File: src/rtl/writeback_stage_if.sv
// MEM->WB bundle plus register-file write port and forwarding history.
// Master drives the MEM-stage side, slave is the writeback stage.
interface writeback_stage_if #(
    parameter int XLEN   = 32,
    parameter int ADDR_W = 5
);
    logic              MEM_Valid;
    logic              MEM_REG_W_En;
    logic [ADDR_W-1:0] MEM_REG_W_Addr;
    logic [1:0]        MEM_Result_Src;
    logic [XLEN-1:0]   MEM_ALU_Result;
    logic [XLEN-1:0]   MEM_PC_Plus_4;
    logic [2:0]        MEM_Funct3;
    logic [XLEN-1:0]   MEM_Read_Data;

    logic              REG_W_En;
    logic [ADDR_W-1:0] REG_W_Addr;
    logic [XLEN-1:0]   REG_W_Data;
    logic              WBH_Valid;
    logic [ADDR_W-1:0] WBH_Addr;
    logic [XLEN-1:0]   WBH_Data;

    modport master (
        output MEM_Valid, MEM_REG_W_En, MEM_REG_W_Addr,
        output MEM_Result_Src, MEM_ALU_Result, MEM_PC_Plus_4,
        output MEM_Funct3, MEM_Read_Data,
        input  REG_W_En, REG_W_Addr, REG_W_Data,
        input  WBH_Valid, WBH_Addr, WBH_Data
    );

    modport slave (
        input  MEM_Valid, MEM_REG_W_En, MEM_REG_W_Addr,
        input  MEM_Result_Src, MEM_ALU_Result, MEM_PC_Plus_4,
        input  MEM_Funct3, MEM_Read_Data,
        output REG_W_En, REG_W_Addr, REG_W_Data,
        output WBH_Valid, WBH_Addr, WBH_Data
    );
endinterface

File: src/rtl/writeback_stage.sv
// MEM/WB register, load align/extend, writeback mux and one-deep write history.
// Optional macro RETIRE_COUNTER_EN adds the 64-bit RETIRE_Count output.
module writeback_stage #(
    parameter int XLEN   = 32,
    parameter int ADDR_W = 5
) (
    input  logic CLK,
    input  logic RST,
    input  logic STALL,
    input  logic FLUSH,
    writeback_stage_if.slave bus
`ifdef RETIRE_COUNTER_EN
    ,
    output logic [63:0] RETIRE_Count
`endif
);
    logic              wb_valid;
    logic              wb_w_en;
    logic [ADDR_W-1:0] wb_addr;
    logic [1:0]        wb_src;
    logic [XLEN-1:0]   wb_alu;
    logic [XLEN-1:0]   wb_pc4;
    logic [2:0]        wb_f3;
    logic [XLEN-1:0]   wb_rd;

    logic              wbh_valid;
    logic [ADDR_W-1:0] wbh_addr;
    logic [XLEN-1:0]   wbh_data;

    logic [7:0]        ld_byte;
    logic [15:0]       ld_half;
    logic [XLEN-1:0]   ld_data;
    logic [XLEN-1:0]   w_data;
    logic              w_en;

    always_ff @(posedge CLK or posedge RST) begin
        if (RST) begin
            wb_valid <= 1'b0;
            wb_w_en  <= 1'b0;
            wb_addr  <= '0;
            wb_src   <= '0;
            wb_alu   <= '0;
            wb_pc4   <= '0;
            wb_f3    <= '0;
            wb_rd    <= '0;
        end else if (FLUSH) begin
            wb_valid <= 1'b0;
        end else if (!STALL) begin
            wb_valid <= bus.MEM_Valid;
            wb_w_en  <= bus.MEM_REG_W_En;
            wb_addr  <= bus.MEM_REG_W_Addr;
            wb_src   <= bus.MEM_Result_Src;
            wb_alu   <= bus.MEM_ALU_Result;
            wb_pc4   <= bus.MEM_PC_Plus_4;
            wb_f3    <= bus.MEM_Funct3;
            wb_rd    <= bus.MEM_Read_Data;
        end
    end

    // Misaligned halves are not trapped here: off[0] is simply ignored.
    always_comb begin
        ld_byte = 8'h00;
        ld_half = 16'h0000;
        ld_data = wb_rd;
        unique case (wb_alu[1:0])
            2'd0:    ld_byte = wb_rd[7:0];
            2'd1:    ld_byte = wb_rd[15:8];
            2'd2:    ld_byte = wb_rd[23:16];
            default: ld_byte = wb_rd[31:24];
        endcase
        ld_half = wb_alu[1] ? wb_rd[31:16] : wb_rd[15:0];
        unique case (wb_f3)
            3'b000:  ld_data = {{(XLEN-8){ld_byte[7]}}, ld_byte};
            3'b100:  ld_data = {{(XLEN-8){1'b0}}, ld_byte};
            3'b001:  ld_data = {{(XLEN-16){ld_half[15]}}, ld_half};
            3'b101:  ld_data = {{(XLEN-16){1'b0}}, ld_half};
            default: ld_data = wb_rd;
        endcase
    end

    always_comb begin
        w_data = '0;
        unique case (wb_src)
            2'b00:   w_data = wb_alu;
            2'b01:   w_data = ld_data;
            2'b10:   w_data = wb_pc4;
            default: w_data = '0;
        endcase
    end

    assign w_en = wb_valid & wb_w_en & (wb_addr != '0);

    always_ff @(posedge CLK or posedge RST) begin
        if (RST) begin
            wbh_valid <= 1'b0;
            wbh_addr  <= '0;
            wbh_data  <= '0;
        end else if (FLUSH) begin
            wbh_valid <= 1'b0;
        end else if (!STALL) begin
            wbh_valid <= w_en;
            wbh_addr  <= wb_addr;
            wbh_data  <= w_data;
        end
    end

    assign bus.REG_W_En   = w_en;
    assign bus.REG_W_Addr = wb_addr;
    assign bus.REG_W_Data = w_data;
    assign bus.WBH_Valid  = wbh_valid;
    assign bus.WBH_Addr   = wbh_addr;
    assign bus.WBH_Data   = wbh_data;

`ifdef RETIRE_COUNTER_EN
    always_ff @(posedge CLK or posedge RST) begin
        if (RST)
            RETIRE_Count <= 64'd0;
        else if (wb_valid && !STALL && !FLUSH)
            RETIRE_Count <= RETIRE_Count + 64'd1;
    end
`endif
endmodule

File: src/flat_wrapper.sv
// flat-port wrapper written by rule: the top's interface ports become plain ports
module writeback_stage_flat 
#(
    parameter int XLEN   = 32,
    parameter int ADDR_W = 5
)
  (CLK, RST, STALL, FLUSH, bus_MEM_Valid, bus_MEM_REG_W_En, bus_MEM_REG_W_Addr, bus_MEM_Result_Src, bus_MEM_ALU_Result, bus_MEM_PC_Plus_4, bus_MEM_Funct3, bus_MEM_Read_Data, bus_REG_W_En, bus_REG_W_Addr, bus_REG_W_Data, bus_WBH_Valid, bus_WBH_Addr, bus_WBH_Data);
  writeback_stage_if #(.XLEN(XLEN), .ADDR_W(ADDR_W)) bus_i ();
  input  logic CLK;
  input  logic RST;
  input  logic STALL;
  input  logic FLUSH;
  input wire logic [$bits(bus_i.MEM_Valid)-1:0] bus_MEM_Valid;
  input wire logic [$bits(bus_i.MEM_REG_W_En)-1:0] bus_MEM_REG_W_En;
  input wire logic [$bits(bus_i.MEM_REG_W_Addr)-1:0] bus_MEM_REG_W_Addr;
  input wire logic [$bits(bus_i.MEM_Result_Src)-1:0] bus_MEM_Result_Src;
  input wire logic [$bits(bus_i.MEM_ALU_Result)-1:0] bus_MEM_ALU_Result;
  input wire logic [$bits(bus_i.MEM_PC_Plus_4)-1:0] bus_MEM_PC_Plus_4;
  input wire logic [$bits(bus_i.MEM_Funct3)-1:0] bus_MEM_Funct3;
  input wire logic [$bits(bus_i.MEM_Read_Data)-1:0] bus_MEM_Read_Data;
  output wire logic [$bits(bus_i.REG_W_En)-1:0] bus_REG_W_En;
  output wire logic [$bits(bus_i.REG_W_Addr)-1:0] bus_REG_W_Addr;
  output wire logic [$bits(bus_i.REG_W_Data)-1:0] bus_REG_W_Data;
  output wire logic [$bits(bus_i.WBH_Valid)-1:0] bus_WBH_Valid;
  output wire logic [$bits(bus_i.WBH_Addr)-1:0] bus_WBH_Addr;
  output wire logic [$bits(bus_i.WBH_Data)-1:0] bus_WBH_Data;
  assign bus_i.MEM_Valid = bus_MEM_Valid;
  assign bus_i.MEM_REG_W_En = bus_MEM_REG_W_En;
  assign bus_i.MEM_REG_W_Addr = bus_MEM_REG_W_Addr;
  assign bus_i.MEM_Result_Src = bus_MEM_Result_Src;
  assign bus_i.MEM_ALU_Result = bus_MEM_ALU_Result;
  assign bus_i.MEM_PC_Plus_4 = bus_MEM_PC_Plus_4;
  assign bus_i.MEM_Funct3 = bus_MEM_Funct3;
  assign bus_i.MEM_Read_Data = bus_MEM_Read_Data;
  assign bus_REG_W_En = bus_i.REG_W_En;
  assign bus_REG_W_Addr = bus_i.REG_W_Addr;
  assign bus_REG_W_Data = bus_i.REG_W_Data;
  assign bus_WBH_Valid = bus_i.WBH_Valid;
  assign bus_WBH_Addr = bus_i.WBH_Addr;
  assign bus_WBH_Data = bus_i.WBH_Data;
  writeback_stage #(.XLEN(XLEN), .ADDR_W(ADDR_W)) u_core (.CLK(CLK), .RST(RST), .STALL(STALL), .FLUSH(FLUSH), .bus(bus_i));
endmodule
File: config.mk
export PLATFORM = sky130hd
export DESIGN_NAME = writeback_stage_flat
export DESIGN_NICKNAME = d
export VERILOG_FILES = /design/src/rtl/writeback_stage_if.sv /design/src/rtl/writeback_stage.sv /design/src/flat_wrapper.sv
export SDC_FILE = /design/constraint.sdc
export NUM_CORES = 1
export LEC_CHECK = 0
export BUFFER_PORTS_ARGS = -buffer_cell sky130_fd_sc_hd__buf_4
export CAP_MARGIN = 30
export CORE_MARGIN = 2
export CORE_UTILIZATION = 57
export CTS_CLUSTER_SIZE = 12
export DETAILED_ROUTE_END_ITERATION = 16
export PLACE_DENSITY = 0.86
export SETUP_SLACK_MARGIN = 0.15
export SLEW_MARGIN = 20
export SYNTH_ARGS = -nofsm -noshare
export SYNTH_HDL_FRONTEND = slang
export SYNTH_SLANG_ARGS = --single-unit
File: constraint.sdc
create_clock -name CLK -period 7.8 [get_ports CLK]
set_input_delay 1.17 -clock CLK [delete_from_list [all_inputs] [get_ports CLK]]
set_output_delay 1.17 -clock CLK [all_outputs]
set_load 0.02 [all_outputs]
==> results.py <==
metrics = {
    "run_status": {
        "outcome": "complete, no violations",
    },
    "pwr": {
        "switching_power_mw": 0.781,
        "power_leakage_nw": 4.58,
        "combinational_power_share_pct": 27.1,
        "switching_share_pct": 33.2,
        "total_power_mw": 2.35,
        "ir_worst_vdd_mv": 0.159,
        "power_frac_clock_pct": 31.8,
        "power_per_cell_area_nw_per_um2": 264,
        "power.share.sequential_pct": 41.1,
        "internal-power_mw": 1.57,
    },
    "synth": {
        "synth_largest_area_cell": "dfrtp_1",
        "synth_top_cell_area_share_pct": 52.7,
        "ys_seq_elements": 146,
        "synth_compound_area_share_pct": 12.1,
        "synth_warnings": 0,
        "syn-num-nets": 904,
        "yosysUniqueCellTypes": 35,
        "synth_top_family_by_area": "simple AND/OR/NAND/NOR gates",
        "synth_area_um2": 6930,
        "post_synth_fa_ha_maj_area_fraction_pct": 0,
        "synthTopCellsByArea": "dfrtp_1 (53%), nand2_1 (19%), mux2i_1 (6.1%)",
        "post_synth_mux_area_share_pct": 6.56,
        "synth-simple-area-share_pct": 24.8,
        "portion_of_the_post_synthesis_area_used_by_sequential_elements_pct": 52.7,
        "synth-xor-area-share_pct": 0,
        "synth.avg_cell_area_um2": 8.75,
        "synthesis.instances": 792,
    },
    "floorplanning": {
        "fp.dieArea_um2": 13100,
        "pin_count": 188,
        "chip_height_um": 114,
        "initial_core_utilization_pct": 57.9,
        "die_w_um": 114,
        "rows": 40,
        "floorplan.core_area_um2": 12000,
    },
    "cts": {
        "cts_tree": "done",
        "root_buffer": "clkbuf_16",
        "clk_pin_slew_worst_paths_ps": 60,
        "cts.repair.resized": 0,
        "cts_setup_buffers": 0,
        "cts.sinks": 146,
        "numCtsBuffers": 17,
        "clock_tree.htree_level_count": 4,
        "postCtsHoldBufs": 0,
        "worst_skew_pair.late_latency_ps": 420,
        "clock_path_buffers": 2,
    },
    "detailed_routing": {
        "vias_per_cell": 5.71,
        "drtAntennaViolNets": 0,
        "wirelength_um": 19300,
        "routed_wire_per_std_cell_um": 17.3,
        "via_count": 6361,
        "detailedRoute.firstIterationViolations": 736,
        "drt_pass1_iterations": 6,
        "drt_drc_violations_left": 0,
    },
    "critical_path": {
        "worstPathRequired_ps": 6630,
        "crit_arrival_ps": 2980,
        "r2r-start": "u_core.wb_alu[1]",
        "worstSetupStartpointType": "flop",
        "worstPathMaxFanout": 20,
        "ff2ff_path_depth": 4,
        "reg2reg_slack_ps": 5250,
        "worst-setup-path-type": "reg2out",
        "critical_path.endpoint_type": "output pin",
        "rr_endpoint": "u_core.bus.WBH_Data[19]",
    },
    "timing": {
        "setup-tns-final_ps": 0,
        "slew-limit-headroom_pct": 42.5,
        "worst-slew-pin-transition_ps": 863,
        "timing.fmax_ghz": 0.241,
        "finalSetupViolations": 0,
        "hold_viol_final": 0,
        "finClkSkew_ps": 9.02,
        "timing.final.crit_share_pct": 53.2,
        "finalCriticalPeriod_ps": 4150,
        "grt_setup_unrepaired": "false",
        "slew_viol_final": 0,
    },
    "hold_path": {
        "min_from": "u_core.wb_alu[2]",
        "min_delay_path_depth": 2,
        "holdCritPathClass": "reg2reg",
        "min_delay_worst_endpoint": "u_core.wb_alu[2]",
    },
    "finish": {
        "flow.area_growth_from_synthesis_pct": 28.6,
        "final_net_count": 1065,
        "layout_cell_share_with_drive_strength_beyond_1_pct": 26.6,
        "n_fill_cell": 897,
    },
    "placed_design": {
        "hpwlAfterDp_um": 12900,
        "place.port_buffers": 187,
        "global_placer_s_final_weighted_congestion": 0.908,
    },
    "global_route": {
        "grt_pass1_vias": 6152,
        "number_of_antenna_violations_at_the_first_check_in_global_routing": 1,
        "grt_usage_pct": 31.1,
        "grt_max_degree": 90,
        "global_route.overflow_total": 0,
        "grt_pass1_wl_um": 31300,
    },
    "run": {
        "max_cap_viol": 0,
    },
}
## metal layers
metal,track usage (%),wire length (um),vias to the layer above
met5,0,0,-
met4,14.8,665,0
met3,9.58,1920,55
met2,47.1,8860,341
met1,41.3,7880,3020
li1,-,-,2945
## synthesized netlist by cell type (all sizes together)
library cell	n
nor2	45
clkbuf	19
nand2b	5
or3	1
or2	17
o21ai	62
buf	33
o311a	1
a221o	5
o32a	7
a311oi	1
nand3	1
o41ai	2
nor3	2
mux2i	43
mux2	1
o221ai	19
a21oi	12
nor2b	2
o22ai	5
nor4	1
dfrtp	146
o2bb2ai	1
nor3b	2
inv	4
o32ai	7
nand2	348
## power groups by stage
stage                     Sequential, mW  Combinational [mW]  Clock [mW]
final                              0.967               0.636       0.748
after global routing               0.977               0.690       0.789
after CTS                          0.963               0.631       0.753
after detailed placement           0.973               0.625           0
after global placement             0.970               0.612           0
after floorplan                    0.997               0.336           0
## worst max path at each step
stage / startpoint / endpoint / cells past startpoint
2_1_floorplan: RST / u_core.bus.REG_W_Addr[0] / 1
3_3_place_gp: u_core.wb_f3[1] / bus_REG_W_Data[25] / 5
3_5_place_dp: u_core.wb_f3[1] / bus_REG_W_Data[23] / 5
4_1_cts: u_core.wb_f3[1] / bus_REG_W_Data[23] / 5
5_1_grt: u_core.wb_alu[1] / bus_REG_W_Data[29] / 5
6_report: u_core.wb_alu[1] / bus_REG_W_Data[26] / 5
## sequential cells by signal, summed over array words and instances (netlist names)
register               cells
u_core.bus.WBH_Data       32
u_core.wb_alu             32
u_core.wb_pc4             32
u_core.wb_rd              32
u_core.bus.REG_W_Addr      5
u_core.bus.WBH_Addr        5
u_core.wb_f3               3
u_core.wb_src              2
u_core.bus.WBH_Valid       1
u_core.wb_valid            1
u_core.wb_w_en             1
## worst max-delay path, stage by stage (launching register included)
cell     delay (ps)
dfrtp_1         890
mux2i_1         520
o41ai_4         130
o21ai_2         590
o21ai_0         230
buf_4           200
## metrics by stage
stage	worst slack (ps)	hold slack (ps)	instance area, um^2	std cells	utilization, %
final	3650	473	8910	1114	74.5
after global routing	3450	494	8910	1113	74.5
after CTS	3540	476	8880	1112	74.2
after detailed placement	3990	462	8330	1080	69.6
after global placement	4150	456	8330	1080	69.6
after floorplan	2710	445	6930	792	-
## logic make-up (layout without fill, tap and decap cells)
family,after synthesis,count (layout)
and+or+nand+nor,424,424
muxes,44,44
AOI/OAI and AO/OA,122,122
other,0,1
DFF,146,146
buffers and inverters,56,230
## area by class of cell
type	instances	area [um^2]	area share, %
clock buffer	21	470	5.28
timing repair buffer	194	1480	16.6
multi-input combinational	590	3020	33.9
inverter	4	20.0	0.225
sequential	146	3650	41.0
tap	147	184	2.06
clock inverter	11	78.8	0.885
antenna	1	2.50	0.0281
## placed cells by master (no fill, tap or decap), types with 2 or more instances in the layout
master,n
nand2_1,348
buf_4,193
dfrtp_1,145
o21ai_0,57
nor2_1,43
mux2i_1,42
o221ai_1,19
clkbuf_16,17
or2_2,16
a21oi_1,12
o32a_1,7
o32ai_1,7
nand2b_1,5
o22ai_1,5
a221o_1,5
clkinvlp_4,5
inv_1,3
o21ai_1,3
inv_6,3
clkbuf_8,3
clkinv_2,3
o41ai_4,2
nor3_2,2
nor2b_1,2
o21ai_2,2
nor3b_4,2
(Power assumes the default switching activity.)
